### src/rtl/ps2_host_tx_pkg.sv
// ps2_pkg: state encoding, frame length and default timing for the PS/2 host transmitter
package ps2_pkg;
    typedef enum logic [2:0] {IDLE, INHIBIT, REQ, SEND, ACK, WAIT_IDLE, ERR} ps2_state_e;
    localparam int FRAME_LEN = 11;
    localparam int CNT_W = 20;
    localparam int INHIBIT_CYCLES_DEF = 5000;
    localparam int REQ_CYCLES_DEF = 20;
    localparam int FILTER_LEN_DEF = 8;
    localparam int TIMEOUT_CYCLES_DEF = 750000;
    function automatic logic odd_parity(input logic [7:0] d);
        return ~^d;
    endfunction
endpackage

### src/rtl/ps2_host_tx_if.sv
// ps2_host_tx_if: byte handshake between the keyboard controller and the PS/2 transmitter
interface ps2_host_tx_if;
    logic [7:0] tx_data;
    logic tx_valid;
    logic tx_ready;
    logic tx_done;
    logic tx_error;
    logic rx_inhibit;
    modport master (output tx_data, tx_valid, input tx_ready, tx_done, tx_error, rx_inhibit);
    modport slave (input tx_data, tx_valid, output tx_ready, tx_done, tx_error, rx_inhibit);
endinterface

### src/rtl/ps2_line_filter.sv
// ps2_line_filter: 2-FF synchronizer, FILTER_LEN glitch filter and falling-edge strobe for one PS/2 line
module ps2_line_filter #(
    parameter int FILTER_LEN = 8
) (
    input  logic clk50mhz,
    input  logic reset_n,
    input  logic pad_in,
    output logic level,
    output logic fall
);
    localparam int CW = $clog2(FILTER_LEN + 1);
    logic [1:0] sync;
    logic [CW-1:0] run;
    logic flip;
    // run counts consecutive samples disagreeing with the accepted level
    assign flip = (sync[1] != level) && (run == CW'(FILTER_LEN - 1));
    always_ff @(posedge clk50mhz or negedge reset_n)
        if (!reset_n) begin
            sync <= 2'b11;
            run <= '0;
            level <= 1'b1;
            fall <= 1'b0;
        end else begin
            sync <= {sync[0], pad_in};
            run <= (sync[1] == level || flip) ? '0 : run + 1'b1;
            level <= flip ? sync[1] : level;
            fall <= flip && !sync[1];
        end
endmodule

### src/rtl/ps2_host_tx.sv
// ps2_host_tx: PS/2 host-to-device byte transmitter; define PS2_HOST_TX_TIMEOUT_EN for the watchdog
module ps2_host_tx import ps2_pkg::*; #(
    parameter int INHIBIT_CYCLES = INHIBIT_CYCLES_DEF,
    parameter int REQ_CYCLES = REQ_CYCLES_DEF,
    parameter int FILTER_LEN = FILTER_LEN_DEF
`ifdef PS2_HOST_TX_TIMEOUT_EN
    , parameter int TIMEOUT_CYCLES = TIMEOUT_CYCLES_DEF
`endif
) (
    input  logic         clk50mhz,
    input  logic         reset_n,
    ps2_host_tx_if.slave bus,
    input  logic         ps2_clk_in,
    input  logic         ps2_dat_in,
    output logic         ps2_clk_oe,
    output logic         ps2_dat_oe
);
    ps2_state_e state, state_d;
    logic [CNT_W-1:0] cnt, cnt_d;
    logic [3:0] bit_cnt, bit_d;
    logic [9:0] frame, frame_d;
    logic clk_oe_d, dat_oe_d, ready_d, done_d, err_d, inh_d;
    logic clk_f, clk_fall, dat_f, dat_fall_unused;
    ps2_line_filter #(.FILTER_LEN(FILTER_LEN)) u_clk (
        .clk50mhz(clk50mhz), .reset_n(reset_n), .pad_in(ps2_clk_in), .level(clk_f), .fall(clk_fall));
    ps2_line_filter #(.FILTER_LEN(FILTER_LEN)) u_dat (
        .clk50mhz(clk50mhz), .reset_n(reset_n), .pad_in(ps2_dat_in), .level(dat_f), .fall(dat_fall_unused));
    always_comb begin
        state_d = state;
        cnt_d = cnt;
        bit_d = bit_cnt;
        frame_d = frame;
        clk_oe_d = ps2_clk_oe;
        dat_oe_d = ps2_dat_oe;
        ready_d = bus.tx_ready;
        inh_d = bus.rx_inhibit;
        done_d = 1'b0;
        err_d = 1'b0;
        unique case (state)
            IDLE: if (bus.tx_valid && bus.tx_ready) begin
                state_d = INHIBIT;
                cnt_d = '0;
                frame_d = {1'b1, odd_parity(bus.tx_data), bus.tx_data};
                clk_oe_d = 1'b1;
                ready_d = 1'b0;
                inh_d = 1'b1;
            end
            INHIBIT: begin
                cnt_d = cnt + 1'b1;
                if (cnt == CNT_W'(INHIBIT_CYCLES - 1)) begin
                    state_d = REQ;
                    cnt_d = '0;
                    dat_oe_d = 1'b1;
                end
            end
            REQ: begin
                cnt_d = cnt + 1'b1;
                if (cnt == CNT_W'(REQ_CYCLES - 1)) begin
                    state_d = SEND;
                    cnt_d = '0;
                    bit_d = '0;
                    clk_oe_d = 1'b0;
                end
            end
            // edge n presents frame bit n-1: data 0..7, parity, then the released stop bit
            SEND: if (clk_fall) begin
                bit_d = bit_cnt + 1'b1;
                dat_oe_d = ~frame[bit_cnt];
                state_d = (bit_d == 4'(FRAME_LEN - 1)) ? ACK : SEND;
            end
            ACK: if (clk_fall) begin
                bit_d = bit_cnt + 1'b1;
                state_d = dat_f ? ERR : WAIT_IDLE;
            end
            WAIT_IDLE: if (clk_f && dat_f) begin
                state_d = IDLE;
                done_d = 1'b1;
                ready_d = 1'b1;
                inh_d = 1'b0;
            end
            ERR: begin
                state_d = IDLE;
                err_d = 1'b1;
                ready_d = 1'b1;
                inh_d = 1'b0;
                clk_oe_d = 1'b0;
                dat_oe_d = 1'b0;
            end
            default: state_d = IDLE;
        endcase
`ifdef PS2_HOST_TX_TIMEOUT_EN
        // the shared counter becomes the watchdog once the device owns the clock
        if (state == SEND || state == ACK || state == WAIT_IDLE) begin
            cnt_d = clk_fall ? '0 : cnt + 1'b1;
            if (!clk_fall && !done_d && cnt == CNT_W'(TIMEOUT_CYCLES - 1)) begin
                state_d = ERR;
                clk_oe_d = 1'b0;
                dat_oe_d = 1'b0;
            end
        end
`endif
    end
    always_ff @(posedge clk50mhz or negedge reset_n)
        if (!reset_n) begin
            state <= IDLE;
            cnt <= '0;
            bit_cnt <= '0;
            frame <= '0;
            ps2_clk_oe <= 1'b0;
            ps2_dat_oe <= 1'b0;
            bus.tx_ready <= 1'b1;
            bus.tx_done <= 1'b0;
            bus.tx_error <= 1'b0;
            bus.rx_inhibit <= 1'b0;
        end else begin
            state <= state_d;
            cnt <= cnt_d;
            bit_cnt <= bit_d;
            frame <= frame_d;
            ps2_clk_oe <= clk_oe_d;
            ps2_dat_oe <= dat_oe_d;
            bus.tx_ready <= ready_d;
            bus.tx_done <= done_d;
            bus.tx_error <= err_d;
            bus.rx_inhibit <= inh_d;
        end
endmodule

### src/flat_wrapper.sv
// flat-port wrapper written by rule: the top's interface ports become plain ports
module ps2_host_tx_flat import ps2_pkg::*;
#(
    parameter int INHIBIT_CYCLES = INHIBIT_CYCLES_DEF,
    parameter int REQ_CYCLES = REQ_CYCLES_DEF,
    parameter int FILTER_LEN = FILTER_LEN_DEF

)
  (clk50mhz, reset_n, ps2_clk_in, ps2_dat_in, ps2_clk_oe, ps2_dat_oe, bus_tx_data, bus_tx_valid, bus_tx_ready, bus_tx_done, bus_tx_error, bus_rx_inhibit);
  ps2_host_tx_if bus_i ();
  input  logic clk50mhz;
  input  logic reset_n;
  input  logic ps2_clk_in;
  input  logic ps2_dat_in;
  output logic ps2_clk_oe;
  output logic ps2_dat_oe;
  input wire logic [$bits(bus_i.tx_data)-1:0] bus_tx_data;
  input wire logic [$bits(bus_i.tx_valid)-1:0] bus_tx_valid;
  output wire logic [$bits(bus_i.tx_ready)-1:0] bus_tx_ready;
  output wire logic [$bits(bus_i.tx_done)-1:0] bus_tx_done;
  output wire logic [$bits(bus_i.tx_error)-1:0] bus_tx_error;
  output wire logic [$bits(bus_i.rx_inhibit)-1:0] bus_rx_inhibit;
  assign bus_i.tx_data = bus_tx_data;
  assign bus_i.tx_valid = bus_tx_valid;
  assign bus_tx_ready = bus_i.tx_ready;
  assign bus_tx_done = bus_i.tx_done;
  assign bus_tx_error = bus_i.tx_error;
  assign bus_rx_inhibit = bus_i.rx_inhibit;
  ps2_host_tx #(.INHIBIT_CYCLES(INHIBIT_CYCLES), .REQ_CYCLES(REQ_CYCLES), .FILTER_LEN(FILTER_LEN)) u_core (.clk50mhz(clk50mhz), .reset_n(reset_n), .bus(bus_i), .ps2_clk_in(ps2_clk_in), .ps2_dat_in(ps2_dat_in), .ps2_clk_oe(ps2_clk_oe), .ps2_dat_oe(ps2_dat_oe));
endmodule
### config.mk
export PLATFORM = sky130hd
export DESIGN_NAME = ps2_host_tx_flat
export DESIGN_NICKNAME = d
export VERILOG_FILES = /design/src/rtl/ps2_host_tx_pkg.sv /design/src/rtl/ps2_host_tx_if.sv /design/src/rtl/ps2_line_filter.sv /design/src/rtl/ps2_host_tx.sv /design/src/flat_wrapper.sv
export SDC_FILE = /design/constraint.sdc
export NUM_CORES = 1
export LEC_CHECK = 0
export ABC_AREA = 1
export CAP_MARGIN = 10
export CORE_ASPECT_RATIO = 1.4
export CORE_MARGIN = 4
export CORE_UTILIZATION = 54
export CTS_CLUSTER_SIZE = 30
export DETAILED_ROUTE_END_ITERATION = 8
export HOLD_SLACK_MARGIN = 0.15
export PLACE_DENSITY = 0.73
export SYNTH_ARGS = -nofsm -noshare
export SYNTH_HDL_FRONTEND = slang
export SYNTH_SLANG_ARGS = --single-unit
### constraint.sdc
create_clock -name clk50mhz -period 1.4 [get_ports clk50mhz]
set_input_delay 0.21 -clock clk50mhz [delete_from_list [all_inputs] [get_ports clk50mhz]]
set_output_delay 0.21 -clock clk50mhz [all_outputs]
set_load 0.02 [all_outputs]
==> impl_metrics.json <==
{
  "die-area_sq_mm": 0.00772,
  "tns_ns": -2.01,
  "max_freq_ghz": 0.653,
  "clk_transition_reported_paths_ns": 0.07,
  "place.port_buffers": 18,
  "postRouteWirelength_microns": 9630,
  "syn_area_sq_mm": 0.00344,
  "clock_h_tree_levels": 3,
  "synth-edff-count": 0,
  "drt_drc_violations_left": 0,
  "cts.sinks": 58,
  "starting_density_of_the_core": 0.553,
  "via_per_inst": 5.56,
  "rsz0062_at_grt": "true",
  "synth-seq-area-share": 0.425,
  "synth.lib_cells_used.distinct": 37,
  "drt_iter0_drc": 200,
  "mappedNetlistNets": 472,
  "share_of_post_route_cells_with_drive_strength_above_1": 0.377,
  "sw_power_uw": 1000,
  "cts_tree": "done",
  "global_route.usage.total": 0.265,
  "worst_slack_at_placement_ns": -0.190,
  "gp_congestion": 0.974,
  "grt_start_max_net_pins": 46,
  "synth-main-ff-cell": "sky130_fd_sc_hd__dfrtp_1",
  "vias": 3499,
  "antenna-diode-count": 0,
  "yosys.area.top_type_share": 0.371,
  "seq_power_share": 0.501,
  "drt_pass1_iterations": 5,
  "finalHoldViolations": 0,
  "internal-power_uw": 2770,
  "power.leakage_uw": 0.00228,
  "detailedPlacementHpwl_microns": 6260,
  "maxCapViolCount": 0,
  "worst_hold_slack_ns": 0.225,
  "powerDensity_mw_per_mm2": 792,
  "global_route_wire_length_before_repair_microns": 15600,
  "wl_per_cell_microns": 15.3,
  "synthTopCellsByArea": "sky130_fd_sc_hd__dfrtp_1 (37%), sky130_fd_sc_hd__nand2_1 (15%), sky130_fd_sc_hd__nor2_1 (6.0%), sky130_fd_sc_hd__nand3_1 (6.0%), sky130_fd_sc_hd__dfstp_2 (5.4%)",
  "cts_buffer_depth": 2,
  "cts_made_buffers": 9,
  "cp_arrival_ns": 1.77,
  "grt_overflow": 0,
  "dieHeight_microns": 102,
  "switching_share": 0.266,
  "fin_crit_sh": 1.09,
  "start_kind": "register",
  "grt_antenna_before_repair": 0,
  "ys.warnings.count": 0,
  "finalSetupViolations": 32,
  "post_route_minimum_period_ns": 1.53,
  "post_synth_inst_count": 454,
  "max_slew.worst_pin.slew_ns": 0.349,
  "synth_top_cells_by_count": "sky130_fd_sc_hd__nand2_1 (139), sky130_fd_sc_hd__nor2_1 (55), sky130_fd_sc_hd__dfrtp_1 (51)",
  "synth_area_leader_cell": "sky130_fd_sc_hd__dfrtp_1",
  "hold_class": "input pin to async pin",
  "setup_clock_skew_after_layout_ns": 0.00784,
  "floorplan.die.width_microns": 75.4,
  "maxSlewViolCount": 0,
  "ir_worst_vdd_mv": 0.906,
  "cts_root_buffer": "sky130_fd_sc_hd__clkbuf_8",
  "timing.max_slew.rel_slack": 0.765,
  "power_frac_clock": 0.406,
  "crit_path_max_fanout": 4,
  "ys_seq_elements": 58,
  "worstSetupPathType": "register to register",
  "core_region_area_sq_mm": 0.00621,
  "cp.required_ns": 1.64,
  "status": "finished with violations",
  "placedInstanceArea_sq_mm": 0.00415,
  "violated_checks": "setup timing",
  "pwr-share-comb": 0.093,
  "post_detailed_route_count_of_antenna_violating_nets": 0,
  "endpoint_kind": "register",
  "total_power_uw": 3780,
  "vias_in_the_first_global_route": 3446,
  "worst_slack_ns": -0.131,
  "placementRows": 34,
  "nets": 570,
  "syn_area_cell_sq_um": 7.57,
  "top_level_ports": 19,
  "post-synth-top-count-cell": "sky130_fd_sc_hd__nand2_1",
  "synth_async_sr_flop_share": 1.00,
  "area_added_between_synthesis_and_finish_pct": 38.9,
  "finalInstanceArea_sq_mm": 0.00477,
  "insertion_delay_ns": 0.34
}
## layer usage
layer / GRT usage / share of wire / up-vias
met2: 0.467 / 0.55 / 166
met1: 0.294 / 0.35 / 1645
li1: - / - / 1643
met4: 0.127 / 0.044 / 0
met5: 0 / 0 / -
met3: 0.0620 / 0.053 / 45
## area by class of cell
| cell class | instances | area [sq um] |
|---|---|---|
| clock buffer | 9 | 124 |
| clock inverter | 7 | 68.8 |
| fill | 410 | 1440 |
| inverter | 47 | 184 |
| multi-input combinational | 341 | 2010 |
| sequential | 58 | 1470 |
| tap | 72 | 90.1 |
| timing repair buffer | 95 | 832 |
## placed cells by master, fill, tap and decap left out, types with 11 or more instances in the layout
master / Yosys / final
sky130_fd_sc_hd__clkdlybuf4s50_1: 0 / 11
sky130_fd_sc_hd__buf_4: 1 / 65
sky130_fd_sc_hd__inv_1: 37 / 34
sky130_fd_sc_hd__nor2_2: 6 / 20
sky130_fd_sc_hd__dfrtp_1: 51 / 45
sky130_fd_sc_hd__nand2_1: 139 / 114
sky130_fd_sc_hd__nand2_2: 9 / 28
sky130_fd_sc_hd__nand4_1: 12 / 12
sky130_fd_sc_hd__nor2_1: 55 / 34
sky130_fd_sc_hd__nand2_4: 5 / 11
sky130_fd_sc_hd__nand3_1: 41 / 36
sky130_fd_sc_hd__xor2_1: 14 / 14
## power groups by stage
stage | Clock, uW | Sequential, uW | Combinational, uW
floorplan | 0 | 1900 | 221
global route | 1640 | 1900 | 419
finish | 1530 | 1890 | 353
global placement | 0 | 1910 | 328
detailed placement | 0 | 1920 | 341
CTS | 1560 | 1890 | 352
## kinds of logic (layout without fill, tap and decap cells)
group	count (synthesis)	count (layout)	synth area share
XOR/XNOR	21	21	0.0535
flip-flops	58	58	0.425
buffers and inverters	55	158	0.0674
AO/OA/AOI/OAI	32	32	0.0630
adder cells (fa/ha/maj)	5	5	0.0182
AND/OR/NAND/NOR	283	283	0.373
## worst paths after layout
kind	cells past startpoint	slack, ns	endpoint	start
setup / recovery	9	-0.13	u_core.cnt[17]	u_core.cnt[10]
hold / removal	2	0.23	u_core.cnt[5]	reset_n
setup reg to reg	9	-0.13	u_core.cnt[17]	u_core.cnt[10]
hold reg to reg	0	0.35	u_core.u_clk.sync[1]	u_core.u_clk.sync[0]
max in group asynchronous	3	0.65	u_core.u_clk.sync[0]	reset_n
min in group clk50mhz	1	0.27	u_core.u_clk.sync[0]	ps2_clk_in
## flip-flops by register name, indices dropped and copies added (netlist names)
name,flops
u_core.u_dat.level,1
u_core.u_clk.sync,2
u_core.bus.tx_done,1
u_core.bit_cnt,4
u_core.ps2_dat_oe,1
u_core.u_dat.sync,2
u_core.ps2_clk_oe,1
u_core.state,3
u_core.cnt,20
u_core.bus.rx_inhibit,1
u_core.bus.tx_ready,1
u_core.u_clk.run,4
u_core.bus.tx_error,1
u_core.u_clk.level,1
u_core.u_dat.run,4
u_core.u_clk.fall,1
u_core.frame,10
## critical path, cell delays in order, from the launching register on
cell and delay (ns):
sky130_fd_sc_hd__dfrtp_1 0.42, sky130_fd_sc_hd__nor2_2 0.19, sky130_fd_sc_hd__nand3_1 0.10, sky130_fd_sc_hd__nor2_1 0.12, sky130_fd_sc_hd__nand3_1 0.09, sky130_fd_sc_hd__nand2_2 0.14
sky130_fd_sc_hd__nand2_4 0.09, sky130_fd_sc_hd__buf_4 0.15, sky130_fd_sc_hd__nand2_2 0.07, sky130_fd_sc_hd__nand2_1 0.05
## timing repair
action                     4_1_cts  5_1_grt
pin swaps                       12       22
buffers inserted                 5       11
hold buffers                     1        0
hold endpoints to repair        51        0
gates cloned                     0        2
setup endpoints to repair       48       36
gates resized for setup         46       59
## through the flow
| stage | cells | utilization |
|---|---|---|
| after floorplan | 454 | - |
| after global placement | 597 | 0.668 |
| after detailed placement | 597 | 0.668 |
| after CTS | 619 | 0.724 |
| after global routing | 629 | 0.768 |
| final | 629 | 0.768 |
Note: power is estimated with default switching activity, not from simulation.
